--- config.mk ---
export PLATFORM = sky130hd
export DESIGN_NAME = jk_ff_bank_flat
export DESIGN_NICKNAME = d
export VERILOG_FILES = /design/src/rtl/jk_ff_bank_if.sv /design/src/rtl/jk_ff_bank.sv /design/src/flat_wrapper.sv
export SDC_FILE = /design/constraint.sdc
export NUM_CORES = 1
export LEC_CHECK = 0
export CAP_MARGIN = 25
export CORE_UTILIZATION = 44
export CTS_CLUSTER_SIZE = 14
export DETAILED_ROUTE_END_ITERATION = 8
export GPL_ROUTABILITY_DRIVEN = 0
export PLACE_DENSITY = 0.89
export SLEW_MARGIN = 20
export SYNTH_ARGS = -nofsm -noshare
export SYNTH_HDL_FRONTEND = slang
export SYNTH_SLANG_ARGS = --single-unit
--- constraint.sdc ---
create_clock -name clk -period 2.89 [get_ports clk]
set_input_delay 0.578 -clock clk [delete_from_list [all_inputs] [get_ports clk]]
set_output_delay 0.578 -clock clk [all_outputs]
set_load 0.02 [all_outputs]
--- src/rtl/jk_ff_bank_if.sv ---
// Bundles the JK bank control, data and status signals between a driver and the bank.
// No latency of its own; this is wiring only.
// No backpressure: the bank accepts an update on every clock edge.
//
// Signals:
//   en, load, load_val, j, k, cnt_clr  driver -> bank
//   q, q_bar, changed                  bank -> driver (channel state)
//   toggle_cnt, cnt_sat, parity        bank -> driver (status)
interface jk_ff_bank_if #(
  parameter int WIDTH = 8,
  parameter int CNT_W = 16
);
  logic             en;
  logic             load;
  logic [WIDTH-1:0] load_val;
  logic [WIDTH-1:0] j;
  logic [WIDTH-1:0] k;
  logic             cnt_clr;
  logic [WIDTH-1:0] q;
  logic [WIDTH-1:0] q_bar;
  logic             changed;
  logic [CNT_W-1:0] toggle_cnt;
  logic             cnt_sat;
  logic             parity;

  modport master (
    output en, load, load_val, j, k, cnt_clr,
    input  q, q_bar, changed, toggle_cnt, cnt_sat, parity
  );

  modport slave (
    input  en, load, load_val, j, k, cnt_clr,
    output q, q_bar, changed, toggle_cnt, cnt_sat, parity
  );
endinterface

--- src/rtl/jk_ff_bank.sv ---
// Bank of WIDTH independent JK flip-flops, with parallel load, a saturating toggle-event counter and a change pulse.
// q, changed, toggle_cnt, cnt_sat and parity are registered and update one edge after their inputs; q_bar is combinational.
// No backpressure: every rising edge of clk is an update opportunity.
//
// Ports:
//   clk  rising-edge clock
//   rst  asynchronous, active-low reset
//   bus  jk_ff_bank_if.slave (en, load, load_val, j, k, cnt_clr in; q, q_bar, changed, toggle_cnt, cnt_sat, parity out)
// Build option: define JK_FF_BANK_PARITY_EN to register the even parity of q; otherwise parity is tied to 0.
module jk_ff_bank #(
  parameter int WIDTH = 8,   // 1..64
  parameter int CNT_W = 16   // 2..32
) (
  input  logic          clk,
  input  logic          rst,
  jk_ff_bank_if.slave   bus
);

  localparam logic [CNT_W-1:0] CNT_MAX = '1;

  logic [WIDTH-1:0] q_q, q_d;
  logic             changed_q, changed_d;
  logic [CNT_W-1:0] cnt_q, cnt_d;
  logic             sat_q, sat_d;
  logic             tog_evt;

  // Next channel state: load has priority over en; en low holds.
  // JK characteristic per bit: q+ = (j & ~q) | (~k & q).
  always_comb begin
    q_d     = q_q;
    tog_evt = 1'b0;
    if (bus.load) begin
      q_d = bus.load_val;
    end else if (bus.en) begin
      q_d     = (bus.j & ~q_q) | (~bus.k & q_q);
      tog_evt = |(bus.j & bus.k);
    end
  end

  assign changed_d = (q_d != q_q);

  // One count per edge with any toggling bit. Clear beats a coincident toggle.
  // The sticky flag rises on the same edge the counter first reaches all-ones.
  always_comb begin
    cnt_d = cnt_q;
    sat_d = sat_q;
    if (bus.cnt_clr) begin
      cnt_d = '0;
      sat_d = 1'b0;
    end else if (tog_evt) begin
      if (cnt_q != CNT_MAX) begin
        cnt_d = cnt_q + 1'b1;
      end
      sat_d = sat_q | (cnt_d == CNT_MAX);
    end
  end

  always_ff @(posedge clk or negedge rst) begin
    if (!rst) begin
      q_q       <= '0;
      changed_q <= 1'b0;
      cnt_q     <= '0;
      sat_q     <= 1'b0;
    end else begin
      q_q       <= q_d;
      changed_q <= changed_d;
      cnt_q     <= cnt_d;
      sat_q     <= sat_d;
    end
  end

`ifdef JK_FF_BANK_PARITY_EN
  // Parity is taken from the next state so it lines up with the q it describes.
  logic parity_q;

  always_ff @(posedge clk or negedge rst) begin
    if (!rst) begin
      parity_q <= 1'b0;
    end else begin
      parity_q <= ^q_d;
    end
  end

  assign bus.parity = parity_q;
`else
  assign bus.parity = 1'b0;
`endif

  assign bus.q          = q_q;
  assign bus.q_bar      = ~q_q;
  assign bus.changed    = changed_q;
  assign bus.toggle_cnt = cnt_q;
  assign bus.cnt_sat    = sat_q;

endmodule

--- src/flat_wrapper.sv ---
// flat-port wrapper written by rule: the top's interface ports become plain ports
module jk_ff_bank_flat 
#(
  parameter int WIDTH = 8,           
  parameter int CNT_W = 16           
)
  (clk, rst, bus_en, bus_load, bus_load_val, bus_j, bus_k, bus_cnt_clr, bus_q, bus_q_bar, bus_changed, bus_toggle_cnt, bus_cnt_sat, bus_parity);
  jk_ff_bank_if #(.WIDTH(WIDTH), .CNT_W(CNT_W)) bus_i ();
  input  logic clk;
  input  logic rst;
  input wire logic [$bits(bus_i.en)-1:0] bus_en;
  input wire logic [$bits(bus_i.load)-1:0] bus_load;
  input wire logic [$bits(bus_i.load_val)-1:0] bus_load_val;
  input wire logic [$bits(bus_i.j)-1:0] bus_j;
  input wire logic [$bits(bus_i.k)-1:0] bus_k;
  input wire logic [$bits(bus_i.cnt_clr)-1:0] bus_cnt_clr;
  output wire logic [$bits(bus_i.q)-1:0] bus_q;
  output wire logic [$bits(bus_i.q_bar)-1:0] bus_q_bar;
  output wire logic [$bits(bus_i.changed)-1:0] bus_changed;
  output wire logic [$bits(bus_i.toggle_cnt)-1:0] bus_toggle_cnt;
  output wire logic [$bits(bus_i.cnt_sat)-1:0] bus_cnt_sat;
  output wire logic [$bits(bus_i.parity)-1:0] bus_parity;
  assign bus_i.en = bus_en;
  assign bus_i.load = bus_load;
  assign bus_i.load_val = bus_load_val;
  assign bus_i.j = bus_j;
  assign bus_i.k = bus_k;
  assign bus_i.cnt_clr = bus_cnt_clr;
  assign bus_q = bus_i.q;
  assign bus_q_bar = bus_i.q_bar;
  assign bus_changed = bus_i.changed;
  assign bus_toggle_cnt = bus_i.toggle_cnt;
  assign bus_cnt_sat = bus_i.cnt_sat;
  assign bus_parity = bus_i.parity;
  jk_ff_bank #(.WIDTH(WIDTH), .CNT_W(CNT_W)) u_core (.clk(clk), .rst(rst), .bus(bus_i));
endmodule
==> impl_results.md <==
* Setup tns final at 0 ns
* Worst hold slack after final layout at 0.4978 ns
* Number of vias in the routed layout at 1725
* Count of hold-fix buffers inserted at cts at 0
* Wire length of the first global-routing pass at 7.293 mm
* Final WL at 4.450 mm
* CTS max path bufs at 2
* Delay of the slowest cell on the worst path at 0.52 ns
* Largest cells by area after synthesis: dfrtp_1, xnor2_1, nor2_1
* Non-filler cells in the finished layout at 306
* Minimum clock period after layout at 2.296 ns
* Insertion delay of the later-clocked pin in the worst-skew pair at 0.27 ns
* Share of async-settable or async-resettable flops after synthesis at 100.0%
* Top post-synthesis cells by count: dfrtp_1, nor2_1, nand2_1, inv_1, xnor2_1
* Mapped Avg Cell Area at 8.689 µm²
* Critical path launch point type: flip-flop
* Leakage power summed over all cells at 0.9479 nW
* Capturing element type of the critical path: flip-flop
* Area share of the largest cell type after synthesis at 38.01%
* Number of gates resized after cts at 0
* Run status: complete, no violations
* Number of design rule violations left after detail routing at 0
* Biggest area consumer among synthesized cells: dfrtp_1
* Mapped Nets at 227
* Reg2Reg Depth at 6
* IO Pins at 64
* Critical path, cell by cell: ha_1, a21oi_1, or4_1, a211o_1, a311o_1, o41ai_2
* Die area at 4144 µm²
* Total power per unit cell area at 336.8 nW/µm²
* Share of the clock period used by the worst path after layout at 79.43%
* Number of storage elements in the synthesis netlist at 26
* Max cap viols at 0
* Cell area after synthesis at 1712 µm²
* Die H at 64.37 µm
* Vias per cell at 5.637
* Clock transition at the registers of the reported paths at 0.08 ns
* Count of antenna diodes in the layout at 0
* Setup repair after global routing missed its margin: no
* 1st-iter DRT viols at 63
* Initial Utilization at 46.40%
* Clock Sinks at 26
* Setup-failing EPs final at 0
* Setup skew after layout at 0.002640 ns
* Total count of max-transition violations in the final report at 0
* Number of placement rows at 22
* Number of logic stages on the critical path including buffering at 6
* Predominant post-synthesis flop cell: dfrtp_1
* Hpwl dp at 3.399 mm
* Die extent in x at 64.37 µm
* Highest-delay cell along the critical path: or4_1
* Fraction of final layout cells with drive strength greater than 1 at 6.589%
* Max Fanout on Critical Path at 7
* Critical Path RT at 3.06 ns
* Total number of nets in the final design at 290
* Setup CP Type: flip-flop to flip-flop
* Final non-filler cell area at 2419 µm²
* HP Class: flip-flop to flip-flop
* Number of standard cells after synthesis at 197
* Kind of cell adding the most delay to the critical path: compound AO/OA/AOI/OAI gates
* CTS tree: done
* Worst setup slack for register-to-register paths at 0.59 ns
* Number of global-route vias before repair at 1550
* Initial antenna violation count at 0
* Fmax achieved at 435.6 MHz
* Number of flops mapped to enable cells by yosys at 0
* Count of unique library cells instantiated by Yosys at 46
* Worst IR Drop VDD at 177.8 µV
* Hold Path Stages at 2
* Post-placement cell area at 2377 µm²
* GR Overflow Total at 0
* Part of the Yosys area used for sequential elements at 38.01%
* Core footprint at 3689 µm²
* Antenna Violating Nets Remaining at 0
* Final hold violation count at 0
* DR WL/cell at 14.54 µm
* Synthesis-to-finish area growth at 41.30%
* Buffer count from post-CTS setup fixing at 0
* Total routing resource utilization after global routing at 22.56%
* Count of input and output buffers at 62
* Most frequent cell after synthesis: dfrtp_1
* Maximum number of pins on one net before global-route repair at 18
* Arrival time at the worst endpoint at 2.46 ns
* Final Total Pwr at 0.0008146 W
* Number of detailed-route iterations in the first pass at 4
* Worst path buffer plus inverter count at 0
* Cell count after placement at 303
* Clock buffers created by TritonCTS at 3
* Warnings from Yosys at 0
* Maximum level of the CTS H-tree at 1
* CTS Root Buffer Type: clkbuf_8
## cell usage in the layout (no fill, tap or decap), drive strengths merged, types with 2 or more instances in the layout
cell type / count
a31oi: 5
inv: 14
clkbuf: 3
nor2: 18
a311oi: 3
a211oi: 7
nand4: 4
a22oi: 4
clkdlybuf4s50: 62
mux2i: 2
a21oi: 12
nand2: 15
or4: 3
o21ai: 2
buf: 8
xnor2: 14
a21o: 4
o31ai: 8
nand3: 7
and3: 9
nand2b: 2
nor3: 6
dfrtp: 26
## logic make-up after synthesis
kind of cell,count (synthesis),synth area share [%]
and+or+nand+nor,67,19.01
muxes,3,1.827
DFF,26,38.01
xor gates and xnor gates,15,7.676
adders and majority gates,1,0.7309
other,1,0.2191
AOI/OAI and AO/OA,58,25.07
buffers and inverters,26,7.455
## flip-flops by register name, indices dropped and copies added (netlist names)
name and count:
u_core.bus.changed 1, u_core.bus.toggle_cnt 16, u_core.bus.q 8, u_core.bus.cnt_sat 1
## final timing paths
| kind | start | end |
|---|---|---|
| worst min register to register | u_core.bus.cnt_sat | u_core.bus.cnt_sat |
| worst max-delay path | u_core.bus.toggle_cnt[0] | u_core.bus.cnt_sat |
| min in group asynchronous | rst | u_core.bus.toggle_cnt[7] |
| max in group asynchronous | rst | u_core.bus.q[7] |
| worst max register to register | u_core.bus.toggle_cnt[0] | u_core.bus.cnt_sat |
| worst min-delay path | u_core.bus.cnt_sat | u_core.bus.cnt_sat |
## through the flow
| step | util, % | setup WS, ns |
|---|---|---|
| after floorplan | - | 0.6502 |
| after global placement | 64.45 | 0.3329 |
| after detailed placement | 64.45 | 0.3129 |
| after CTS | 65.57 | 0.5963 |
| after global routing | 65.57 | 0.4702 |
| final | 65.57 | 0.5945 |
## cell type report
| cell class | count | area (µm²) |
|---|---|---|
| repair buffers | 70 | 680.7 |
| multi-input cells | 145 | 933.4 |
| clock buffers | 3 | 41.29 |
| inverters | 14 | 52.55 |
| well taps | 48 | 60.06 |
| flip-flops and latches | 26 | 650.6 |
| fillers | 328 | 1270 |
## per-layer routing
layer	part of all wire [%]	up-vias	global-route usage, %
li1	-	840	-
met4	2.0	0	8.889
met5	0	-	0
met2	44	77	36.18
met1	46	798	29.87
met3	8.6	10	4.107
## report_power, final
part | switching, W | total [W] | internal (W)
sequential | 0.0000155 | 0.000393 | 0.000377
combinational | 0.000106 | 0.000222 | 0.000116
clock | 0.000107 | 0.000200 | 0.0000934
total | 0.000229 | 0.000815 | 0.000586
## worst min-delay path, delay by kind of cell, from the launching register on
kind | cells | cell delay (ns)
DFF | 1 | 0.35
and+or+nand+nor | 1 | 0.07
AOI/OAI and AO/OA | 1 | 0.05
(Power assumes the default switching activity.)
==> edit 1 (same settings) <==
Add a define of `JK_FF_BANK_PARITY_EN`.
--- a/src/rtl/jk_ff_bank.sv
+++ b/src/rtl/jk_ff_bank.sv
@@ -7,6 +7,8 @@
 //   rst  asynchronous, active-low reset
 //   bus  jk_ff_bank_if.slave (en, load, load_val, j, k, cnt_clr in; q, q_bar, changed, toggle_cnt, cnt_sat, parity out)
 // Build option: define JK_FF_BANK_PARITY_EN to register the even parity of q; otherwise parity is tied to 0.
+`define JK_FF_BANK_PARITY_EN
+
 module jk_ff_bank #(
   parameter int WIDTH = 8,   // 1..64
   parameter int CNT_W = 16   // 2..32
Check against the original RTL: not equivalent (Yosys sat finds a counterexample within 4 cycles, from zero or initial values and one cycle with rst low).
==> edit 1 against the unedited design <==
Wire length rose by 13%; cell area rose by 5.6%; worst setup slack got worse by 0.24 ns; synthesized area rose by 8.7%; power rose by 13%; global-route usage rose by 2.1 points; clock skew barely moved; count of clock-buffer cells in the layout did not move; sequential cell count rose by 1; largest power group unchanged; highest routed layer unchanged.
==> edit 1: results (changes against the unedited design) <==
| Metric | Value |
|---|---|
| P_seq | `418 µW (was 393 µW)` |
| Port Buffers | `63 (was 62)` |
| Syn nets | `239 (was 227)` |
| Largest net degree at the start of global routing | `28 (was 18)` |
| P_clk | `208 µW (was 200 µW)` |
| Fraction of layout cells with a size suffix above 1 | `6.39% (was 6.59%)` |
| Multi-input comb cells | `156 (was 145)` |
| Multi-input gate share of total cell area | `41.4% (was 38.6%)` |
| Synth cell count leaders | `dfrtp_1, xnor2_1, nor2_1, a21oi_1, nand2_1 (was dfrtp_1, nor2_1, nand2_1, inv_1, xnor2_1)` |
| Worst path max stage delay | `0.73 ns (was 0.52 ns)` |
| Pleak | `0.00102 µW (was 0.000948 µW)` |
| Status | `finished, final reports clean (unchanged)` |
| Internal power | `647 µW (was 586 µW)` |
| Clock buf/inv share | `1.81% (was 1.71%)` |
| Top post-synthesis cells by area | `dfrtp_1, xnor2_1, a311oi_1, a21oi_1, nor2_1 (was dfrtp_1, xnor2_1, nor2_1, a21oi_1, o31ai_1)` |
| Vias in the first global route | `1,764 (was 1,550)` |
| Worst VDD drop | `0.000189 V (was 0.000178 V)` |
| Adder-Cell Fraction of Synth Area | `0.672% (was 0.731%)` |
| Met3 Use GR | `1.88% (was 4.11%)` |
| Logic inverters | `10 (was 14)` |
| Fillers | `350 (was 328)` |
| GR Util All Layers | `24.6% (was 22.6%)` |
| Distinct cells, synth | `45 (was 46)` |
| Fin util | `63.4% (was 65.6%)` |
| Seq/Total Area, Yosys | `36.3% (was 38.0%)` |
| R2r worst-path depth | `7 (was 6)` |
## edit 1: changes by cell type after synthesis, sizes merged, moves of 5 or more
cell	unedited run	this run
a211oi	7	2
a311oi	3	10
o31ai	8	1
xnor2	14	19
xor2	1	6
## edit 1: worst min-delay path by stage
stage	startpoint	endpoint	depth (start not counted)
after CTS	u_core.bus.cnt_sat	u_core.bus.cnt_sat	2
final	u_core.bus.cnt_sat	u_core.bus.cnt_sat	2
after detailed placement	u_core.bus.cnt_sat	u_core.bus.cnt_sat	2
after global placement	u_core.bus.cnt_sat	u_core.bus.cnt_sat	2
after floorplan	rst	u_core.bus.changed	0
after global routing	u_core.bus.cnt_sat	u_core.bus.cnt_sat	2
## edit 1: logic make-up (layout without fill, tap and decap cells)
kind of cell,Yosys count,after routing
simple gates,71,71
compound gates,56,56
xor+xnor,25,25
flops,27,27
fa+ha+maj,1,1
mux,3,3
buf+inv,26,83
==> edit 2 (same flow settings) <==
Made on the original files. `q_q` no longer has a reset.
--- a/src/rtl/jk_ff_bank.sv
+++ b/src/rtl/jk_ff_bank.sv
@@ -57,16 +57,18 @@
 
   always_ff @(posedge clk or negedge rst) begin
     if (!rst) begin
-      q_q       <= '0;
       changed_q <= 1'b0;
       cnt_q     <= '0;
       sat_q     <= 1'b0;
     end else begin
-      q_q       <= q_d;
       changed_q <= changed_d;
       cnt_q     <= cnt_d;
       sat_q     <= sat_d;
     end
+  end
+
+  always_ff @(posedge clk) begin
+    q_q <= q_d;
   end
 
 `ifdef JK_FF_BANK_PARITY_EN
Function: changed (Yosys sat finds a counterexample within 4 cycles, from zero or initial values and one cycle with rst low).
==> edit 2 against the unedited design <==
Worst setup slack lost 0.0064 ns; first-iteration DRC count increased by 89%; count of clock-buffer cells in the layout up 1; clock power up 14%; synthesized area fell by 2.3%; sequential power hardly changed; power increased by 3.6%; largest power group unchanged; synthesized cell count did not move; critical path type unchanged; sequential cell count unchanged; wire length grew 0.58%; die area is 2.3% lower; cell area fell by 1.4%.
==> edit 2: results (changes against the unedited design) <==
| Metric | Value |
|---|---|
| Status | `finished, final reports clean (unchanged)` |
| Ys async rst share | `69.2% (was 100%)` |
| Hold crit path type | `flip-flop to flip-flop (unchanged)` |
| Max-slew violations | `0 (unchanged)` |
| Post-Synth XOR/XNOR Area | `7.86% (was 7.68%)` |
| Routed WL | `4.48 mm (was 4.45 mm)` |
| Dpl ws | `0.366 ns (was 0.313 ns)` |
| GR Util All Layers | `23.7% (was 22.6%)` |
| Largest net degree at the start of global routing | `19 (was 18)` |
| CP max stage cell | `or4_1 (unchanged)` |
| First-pass GRT wire length | `7.59 mm (was 7.29 mm)` |
| Seq/Total Area, Yosys | `36.5% (was 38.0%)` |
| Num CTS Buffers | `3 (unchanged)` |
| WP data arrival | `2.47 ns` |
| Multiplexer share of the synthesized area | `1.87% (was 1.83%)` |
| Delay-heaviest family, CP | `compound AO/OA/AOI/OAI gates (unchanged)` |
| Slew HR | `47.8%` |
| Compound-Gate Fraction of Synth Area | `25.7% (was 25.1%)` |
| Reg clk slew, reported paths | `0.08 ns (about the same)` |
| Pleak | `0.000922 µW (was 0.000948 µW)` |
| Max reg flops | `16 (unchanged)` |
| Fraction of layout cells with a size suffix above 1 | `6.59% (unchanged)` |
| Worst path max stage delay | `0.52 ns (about the same)` |
| Worst VDD drop | `0.000291 V (was 0.000178 V)` |
| Setup Skew | `0.00192 ns (was 0.00264 ns)` |
| # diodes | `0 (unchanged)` |
| Crit path max fanout | `7 (unchanged)` |
| Post-CTS resize count | `0 (unchanged)` |
| Post-synth EDFFs | `0 (unchanged)` |
| Clk buf depth | `2 (unchanged)` |
| CP startpoint kind | `flip-flop (unchanged)` |
| Detail Placement HPWL | `3.45 mm (was 3.40 mm)` |
| Top post-synthesis cells by area | `dfrtp_1, dfxtp_1, xnor2_1, nor2_1, a21oi_1 (was dfrtp_1, xnor2_1, nor2_1, a21oi_1, o31ai_1)` |
| Post-CTS Setup Repair Bufs | `0 (unchanged)` |
| Clk Latency, worst-skew pair | `0.27 ns (about the same)` |
| Vias in the first global route | `1,639 (was 1,550)` |
| Synth cell count leaders | `dfrtp_1, nor2_1, nand2_1, inv_1, xnor2_1 (unchanged)` |
| Adder-Cell Fraction of Synth Area | `0.749% (was 0.731%)` |
| Synth warn | `0 (unchanged)` |
| Detailed-route DRC error count | `0 (unchanged)` |
| Nets@finish | `289 (was 290)` |
| Hold_sp | `u_core.bus.cnt_sat (unchanged)` |
| Initial antenna violation count | `0 (unchanged)` |
| Dominant synthesized flop cell | `dfrtp_1 (unchanged)` |
| Port Buffers | `62 (unchanged)` |
| DRT iter0 DRCs | `119 (was 63)` |
| Root Buffer | `clkbuf_8 (unchanged)` |
| Distinct cells, synth | `47 (was 46)` |
| Vias post-DR | `1,685 (was 1,725)` |
| Crit Reg-Reg Startpoint | `u_core.bus.toggle_cnt[0] (unchanged)` |
| Syn nets | `227 (unchanged)` |
| Drt first pass iters | `4 (unchanged)` |
| H-tree levels | `1 (unchanged)` |
## edit 2: cell types whose count changed after synthesis, sizes merged
cell	delta
dfxtp	+8
dfrtp	-8
## edit 2: per-stage QoR
stage	area [µm²]	util [%]	cells
floorplan	1670	-	197
global placement	2330	63.6	302
detailed placement	2330	63.6	302
CTS	2380	65.1	306
global route	2380	65.1	306
finish	2380	65.1	306
## edit 2: layer usage
layer	up-vias	share of wire (%)	global-route usage, %
met2	39	50	40.3
met3	6	4.3	4.71
met4	0	1.3	6.53
li1	843	-	-
met5	-	0	0
met1	797	44	30.2
## edit 2: report_power, final
part	total [µW]	leakage (µW)	internal (µW)	switching, µW
sequential	393	0.000313	376	17.2
combinational	221	0.000580	115	106
clock	229	0.0000288	122	108
total	844	0.000922	612	231
## edit 2: worst min-delay path: stages (launching register included)
cell	delay, ns
dfrtp_1	0.35
nand2b_1	0.07
o41ai_2	0.05
## edit 2: logic make-up (layout without fill, tap and decap cells)
| family | count (synthesis) | in the layout |
|---|---|---|
| xor+xnor | 15 | 15 |
| fa+ha+maj | 1 | 1 |
| other cells | 1 | 1 |
| compound gates | 58 | 58 |
| buf+inv | 26 | 87 |
| flops | 26 | 26 |
| simple gates | 67 | 67 |
| mux | 3 | 3 |
## edit 2: layout make-up
cell class,instances,area (µm²)
timing repair buffer,69,673
clock buffer,4,55.1
tap,48,60.1
multi-input combinational,145,933
inverter,14,52.6
sequential,26,611
fill,317,1280
## edit 2: final timing paths
kind	slack, ns	end	depth (start not counted)
min in group asynchronous	0.76	u_core.bus.cnt_sat	1
max	0.59	u_core.bus.cnt_sat	6
min reg2reg	0.50	u_core.bus.cnt_sat	2
max reg2reg	0.59	u_core.bus.cnt_sat	6
min	0.50	u_core.bus.cnt_sat	2
max in group asynchronous	1.65	u_core.bus.changed	1
